<file path="config.mk">
export PLATFORM = sky130hd
export DESIGN_NAME = descending_emitter_flat
export DESIGN_NICKNAME = d
export VERILOG_FILES = /design/src/rtl/descending_emitter_if.sv /design/src/rtl/descending_emitter.sv /design/src/flat_wrapper.sv
export SDC_FILE = /design/constraint.sdc
export NUM_CORES = 1
export LEC_CHECK = 0
export CAP_MARGIN = 5
export CORE_AREA = 3 3 193 195
export CTS_BUF_LIST = sky130_fd_sc_hd__clkbuf_2
export DETAILED_ROUTE_END_ITERATION = 10
export DIE_AREA = 0 0 196 198
export DONT_BUFFER_PORTS = 1
export GPL_ROUTABILITY_DRIVEN = 0
export GPL_TIMING_DRIVEN = 0
export PLACE_DENSITY_LB_ADDON = 0.15
export SYNTH_ARGS = -nofsm -noshare
export SYNTH_HDL_FRONTEND = slang
export SYNTH_SLANG_ARGS = --single-unit
</file>
<file path="constraint.sdc">
create_clock -name clk -period 20.9 [get_ports clk]
set_input_delay 4.18 -clock clk [delete_from_list [all_inputs] [get_ports clk]]
set_output_delay 4.18 -clock clk [all_outputs]
set_load 0.05 [all_outputs]
</file>
<file path="src/rtl/descending_emitter_if.sv">
// Load/emit bus for descending_emitter.
// DESCENDING_EMITTER_OVERFLOW_EN adds the sticky overflow flag.
interface descending_emitter_if #(
    parameter int DATA_WIDTH = 32,
    parameter int DEPTH      = 8
);
    logic [DATA_WIDTH-1:0]   din;
    logic                    din_valid;
    logic                    start;
    logic [DATA_WIDTH-1:0]   dout;
    logic                    dout_valid;
    logic                    last;
    logic                    busy;
    logic [$clog2(DEPTH):0]  count;
`ifdef DESCENDING_EMITTER_OVERFLOW_EN
    logic                    overflow;

    modport master (
        output din, din_valid, start,
        input  dout, dout_valid, last, busy, count, overflow
    );
    modport slave (
        input  din, din_valid, start,
        output dout, dout_valid, last, busy, count, overflow
    );
`else
    modport master (
        output din, din_valid, start,
        input  dout, dout_valid, last, busy, count
    );
    modport slave (
        input  din, din_valid, start,
        output dout, dout_valid, last, busy, count
    );
`endif
endinterface

</file>
<file path="src/rtl/descending_emitter.sv">
// Buffers up to DEPTH words, then emits them largest-first.
// DESCENDING_EMITTER_OVERFLOW_EN adds a sticky dropped-word flag.
module descending_emitter #(
    parameter int DATA_WIDTH = 32,
    parameter int DEPTH      = 8
) (
    input  logic                 clk,
    input  logic                 reset,
    descending_emitter_if.slave  bus
);
    localparam int IW = $clog2(DEPTH);
    localparam int CW = IW + 1;

    typedef enum logic {LOAD, EMIT} state_t;

    state_t                 state_q, state_d;
    logic [CW-1:0]          count_q, count_d;
    logic [CW-1:0]          sent_q, sent_d;
    logic [DEPTH-1:0]       done_q, done_d;
    logic [DATA_WIDTH-1:0]  dout_q, dout_d;
    logic                   dout_valid_q, dout_valid_d;
    logic                   last_q, last_d;
    logic                   busy_q, busy_d;
    logic [DATA_WIDTH-1:0]  buf_q [DEPTH];

    logic                   wr_en;
    logic [IW-1:0]          wr_idx;
    logic                   found;
    logic [IW-1:0]          pick_idx;
    logic [DATA_WIDTH-1:0]  pick_val;

    // Strict '>' keeps the lowest index on ties.
    always_comb begin
        found    = 1'b0;
        pick_idx = '0;
        pick_val = '0;
        for (int i = 0; i < DEPTH; i++) begin
            if (CW'(i) < count_q && !done_q[i]
                && (!found || buf_q[i] > pick_val)) begin
                found    = 1'b1;
                pick_idx = IW'(i);
                pick_val = buf_q[i];
            end
        end
    end

    always_comb begin
        state_d      = state_q;
        count_d      = count_q;
        sent_d       = sent_q;
        done_d       = done_q;
        dout_d       = dout_q;
        dout_valid_d = 1'b0;
        last_d       = 1'b0;
        busy_d       = busy_q;
        wr_en        = 1'b0;
        wr_idx       = count_q[IW-1:0];
        unique case (state_q)
            LOAD: begin
                if (bus.din_valid && count_q != CW'(DEPTH)) begin
                    wr_en   = 1'b1;
                    count_d = count_q + CW'(1);
                end
                if (bus.start && count_d != '0) begin
                    state_d = EMIT;
                    busy_d  = 1'b1;
                    sent_d  = '0;
                    done_d  = '0;
                end
            end
            EMIT: begin
                dout_d           = pick_val;
                dout_valid_d     = 1'b1;
                done_d[pick_idx] = 1'b1;
                sent_d           = sent_q + CW'(1);
                if (sent_q == count_q - CW'(1)) begin
                    last_d  = 1'b1;
                    busy_d  = 1'b0;
                    state_d = LOAD;
                    count_d = '0;
                    done_d  = '0;
                end
            end
        endcase
    end

    always_ff @(posedge clk) begin
        if (reset) begin
            state_q      <= LOAD;
            count_q      <= '0;
            sent_q       <= '0;
            done_q       <= '0;
            dout_q       <= '0;
            dout_valid_q <= 1'b0;
            last_q       <= 1'b0;
            busy_q       <= 1'b0;
        end else begin
            state_q      <= state_d;
            count_q      <= count_d;
            sent_q       <= sent_d;
            done_q       <= done_d;
            dout_q       <= dout_d;
            dout_valid_q <= dout_valid_d;
            last_q       <= last_d;
            busy_q       <= busy_d;
        end
    end

    always_ff @(posedge clk) begin
        if (wr_en && !reset) begin
            buf_q[wr_idx] <= bus.din;
        end
    end

    assign bus.dout       = dout_q;
    assign bus.dout_valid = dout_valid_q;
    assign bus.last       = last_q;
    assign bus.busy       = busy_q;
    assign bus.count      = count_q;

`ifdef DESCENDING_EMITTER_OVERFLOW_EN
    logic ovf_q, ovf_d;

    // Entering EMIT clears the flag even if a word is dropped that cycle.
    always_comb begin
        ovf_d = ovf_q;
        if (state_q == LOAD && bus.din_valid
            && count_q == CW'(DEPTH)) begin
            ovf_d = 1'b1;
        end
        if (state_q == LOAD && state_d == EMIT) begin
            ovf_d = 1'b0;
        end
    end

    always_ff @(posedge clk) begin
        if (reset) begin
            ovf_q <= 1'b0;
        end else begin
            ovf_q <= ovf_d;
        end
    end

    assign bus.overflow = ovf_q;
`endif
endmodule

</file>
<file path="src/flat_wrapper.sv">
// flat-port wrapper written by rule: the top's interface ports become plain ports
module descending_emitter_flat 
#(
    parameter int DATA_WIDTH = 32,
    parameter int DEPTH      = 8
)
  (clk, reset, bus_din, bus_din_valid, bus_start, bus_dout, bus_dout_valid, bus_last, bus_busy, bus_count);
  descending_emitter_if #(.DATA_WIDTH(DATA_WIDTH), .DEPTH(DEPTH)) bus_i ();
  input  logic clk;
  input  logic reset;
  input wire logic [$bits(bus_i.din)-1:0] bus_din;
  input wire logic [$bits(bus_i.din_valid)-1:0] bus_din_valid;
  input wire logic [$bits(bus_i.start)-1:0] bus_start;
  output wire logic [$bits(bus_i.dout)-1:0] bus_dout;
  output wire logic [$bits(bus_i.dout_valid)-1:0] bus_dout_valid;
  output wire logic [$bits(bus_i.last)-1:0] bus_last;
  output wire logic [$bits(bus_i.busy)-1:0] bus_busy;
  output wire logic [$bits(bus_i.count)-1:0] bus_count;
  assign bus_i.din = bus_din;
  assign bus_i.din_valid = bus_din_valid;
  assign bus_i.start = bus_start;
  assign bus_dout = bus_i.dout;
  assign bus_dout_valid = bus_i.dout_valid;
  assign bus_last = bus_i.last;
  assign bus_busy = bus_i.busy;
  assign bus_count = bus_i.count;
  descending_emitter #(.DATA_WIDTH(DATA_WIDTH), .DEPTH(DEPTH)) u_core (.clk(clk), .reset(reset), .bus(bus_i));
endmodule
</file>
==> results.md <==
- The final wirelength is 55400 microns.
- The via count of the first global-routing pass is 14929.
- For the worst setup path, the data arrival time is 20.89 ns.
- In this run the tool buffered the top-level ports with 0 buffer cells.
- The cell area power density is 82.4 mW/mm^2.
- The clock tree skew after final layout is 0.0797 ns.
- The via count is 14899.
- The share of final-layout standard cells stronger than drive strength 1 is 16.6%.
- By instance count, the leading cell after synthesis is edfxtp_1.
- The worst setup path is captured at a register.
- For the pin with the worst max-slew slack, the measured transition is 1.08 ns.
- For flop-to-flop paths, the worst setup slack is 0.89 ns.
- The most common flop cell mapped by yosys is edfxtp_1.
- The maximum ir drop on the vdd rail is 0.0536 mV.
- The number of cell instances on the worst register-to-register path is 84.
- The hold violation total from the final report is 0.
- The count of synthesis-stage warnings from yosys is 0.
- The clock tree root buffer cell is clkbuf_2.
- The remaining number of nets flagged by the antenna check after routing is 0.
- The capturing point of the worst reg2reg path is u_core.bus.dout[16]$_SDFFE_PP0P_.
- The count of pins on the block boundary is 75.
- The floorplan die height is 198 microns.
- The area of the die is 0.0388 sq mm.
- The number of remaining DRC errors is 0.
- The most common cell type on the critical path is ha_1.
- The terminating pin of the worst hold path is u_core.done_q[4]$_SDFFE_PP0P_.
- The worst min-delay path class is register to register.
- The first global-routing pass estimated 84400 microns of wire.
- Counting instances in the post-synthesis netlist gives the leading cell types as edfxtp_1 (256), ha_1 (229), nand2_1 (151), nor2_1 (148), a21oi_1 (97).
- The startpoint identified for the worst register-to-register timing path is u_core.bus.count[1]$_SDFFE_PP0P_.
- The largest single stage delay on the critical path is 0.62 ns.
- The data required time of the critical path is 21.77 ns.
- The highest net fanout along the worst path is 10.
- The critical hold path startpoint is u_core.done_q[4]$_SDFFE_PP0P_.
- Global routing used 28.4% of the available tracks.
- The net count after synthesis is 1998.
- Once the floorplan was initialized, standard cells occupied 52.9% of the core.
- CTS built an H-tree with a depth of 3.
- In the routed layout, each cell is associated on average with a via count of 6.35.
- The number of max-slew violations in the final report is 0.
- The total of endpoints with negative setup slack in the final report is 0.
- Summing the sequential cell areas from Yosys gives 46.4% of the chip area.
- The clock tree from TritonCTS is done.
- In this run the standard cell core region covers 0.0356 sq mm.
- Yosys mapped the design onto 79 distinct sky130hd cell types.
- Clock-pin slew was measured on the worst setup and hold paths at 0.11 ns.
- The total leakage power is 7.67 nW.
- The placed wire-length estimate after detailed placement is 44200 microns.
- The dominant cell type by area after synthesis is edfxtp_1.
- The floorplan has 69 rows.
- Entering global routing, the biggest net connects 33 pins.
- The tree built by TritonCTS fans out to 308 sinks.
- In the final routed layout, each cell accounts on average for 23.6 microns.
- The global route total overflow is 0.
- The count of state elements after synthesis is 308.
- The final hold slack is 0.513 ns.
- Along the worst hold path, the cell count comes to 1.
- The clock latency at the later pin of the worst-skew pair is 1.02 ns.
- After the first detailed-routing iteration, the DRC count stood at 1090.
- The die is 196 microns wide.
- The total standard cell area after synthesis is 0.0188 sq mm.
- The final layout contains 2092 nets.
- In the synthesized netlist the async set-or-reset flop fraction comes to 0%.
- The worst pin sits at a relative slew slack of 27.1%.
- The number of flops mapped to enable cells by yosys is 256.
- The worst path needs 20.01 ns of the cycle, external delays included.
- Dividing the synthesized area by the synthesized cell count gives 10.9 sq um.
- The number of iterations in the first detailed-routing pass is 5.
- Based on the critical path, the design can be clocked at up to 0.0500 GHz.
- The area growth from synthesis to layout is 8.85%.
- The max-cap violation count is 0.
- The final critical path takes up 95.8% of the cycle.
- The area share of the largest cell type after synthesis is 40.9%.
- The run finished with clean final reports.
- The type of the worst setup path is register to register.
- Power comes to 1.69 mW.
- By area the synthesized netlist is led by edfxtp_1 (41%), ha_1 (15%), dfxtp_1 (5.5%).
- Once placement finished, the instance area stood at 0.0196 sq mm.
- The worst setup path is launched from a register.
- The number of hold buffers added after CTS was 0.
- The initial antenna violation count came to 1.
- Summing all non-filler instances in the final layout gives an area of 0.0205 sq mm.
- The standard cell with the maximum stage delay on the critical path is or4_1.
- No sink is reached through more buffers than the 3 on the longest clock path.
- Buffers inserted during clock tree synthesis total 80.
- Synthesis handed over a netlist of 1733 instances.
[where the power goes]
group | switching (mW) | total [mW] | internal, mW
combinational | 0.324 | 0.534 | 0.210
sequential | 0.0427 | 0.725 | 0.682
clock | 0.258 | 0.428 | 0.171
total | 0.624 | 1.69 | 1.06
[kinds of logic after synthesis]
logic type / Yosys count / synth area share [%]
buffers and inverters: 146 / 3.34
adders and majority gates: 229 / 15.2
AOI/OAI and AO/OA: 514 / 20.9
DFF: 308 / 46.4
muxes: 1 / 0.0532
xor gates and xnor gates: 12 / 0.559
and+or+nand+nor: 523 / 13.5
[metal layers]
| metal | global-route usage, % | up-vias | wire length (microns) |
|---|---|---|---|
| met2 | 44.7 | 617 | 24800 |
| met1 | 38.3 | 7134 | 23900 |
| met4 | 12.5 | 0 | 2540 |
| met5 | 0 | - | 0 |
| met3 | 5.77 | 138 | 4200 |
| li1 | - | 7010 | - |
[cells in the final DEF (no fill, tap or decap), drive strengths merged, types with 8 or more instances in the layout]
master and count:
edfxtp 256, ha 229, clkbuf 172, nand2 151
nor2 151, a21oi 112, o21ai 99, inv 58
a21o 53, dfxtp 52, nand4 46, buf 45
o211ai 38, nand2b 35, a32o 33, a311oi 33
or3 32, and3 30, o221ai 30, o221a 29
nor3 21, nand3 20, clkinv 18, a211oi 11
a31oi 11, nor2b 9, o21a 9, a221oi 8
[per-stage QoR]
step                      TNS (ns)  setup slack (ns)  utilization (%)  instances
final                            0             0.887             57.6       2346
after global routing        -0.194           -0.0394             57.6       2345
after CTS                        0            0.0328             57.3       2344
after detailed placement   -109.28             -3.09             55.0       2202
after global placement     -104.54             -3.00             54.5       2194
after floorplan                  0              3.88                -       1733
[layout make-up]
cell class                 count  area [sq um]
fill                        3031         15100
clock inverter                24           151
buffer                        91           492
clock buffer                 114           571
antenna                        2          5.00
sequential                   308          8740
timing repair buffer          12           141
multi-input combinational   1279          9600
inverter                      55           206
tap                          461           577
[worst max-delay path by stage]
stage	to	slack, ns	from	depth (start not counted)
2_1_floorplan	u_core.bus.dout[10]$_SDFFE_PP0P_	3.88	u_core.bus.count[0]$_SDFFE_PP0P_	83
4_1_cts	u_core.bus.dout[16]$_SDFFE_PP0P_	0.03	u_core.bus.count[1]$_SDFFE_PP0P_	78
6_report	u_core.bus.dout[16]$_SDFFE_PP0P_	0.89	u_core.bus.count[1]$_SDFFE_PP0P_	84
3_3_place_gp	u_core.bus.dout[17]$_SDFFE_PP0P_	-3.00	u_core.bus.count[1]$_SDFFE_PP0P_	82
5_1_grt	u_core.bus.dout[18]$_SDFFE_PP0P_	-0.04	u_core.bus.count[1]$_SDFFE_PP0P_	84
3_5_place_dp	u_core.bus.dout[17]$_SDFFE_PP0P_	-3.09	u_core.bus.count[1]$_SDFFE_PP0P_	82
[repair_timing]
item / 4_1_cts / 5_1_grt
cloned: 0 / 0
gates resized for setup: 41 / 33
buffers inserted: 4 / 0
pin swaps: 1 / 0
setup endpoints to repair: 40 / 40
[registers in the layout, summed over array words and instances, names as in the netlist]
signal / flops
u_core.bus.dout: 32
u_core.done_q: 8
u_core.bus.last: 1
u_core.bus.dout_valid: 1
u_core.sent_q: 4
u_core.bus.count: 4
u_core.state_q: 1
u_core.bus.busy: 1
u_core.buf_q: 256
[worst max-delay path, delay by kind of cell (launching register included)]
family          cells  cell delay [ns]
simple gates       19             4.11
flops               1             0.46
buf+inv            22             4.85
compound gates     35             8.03
fa+ha+maj           8             2.41
(Power assumes the default switching activity.)
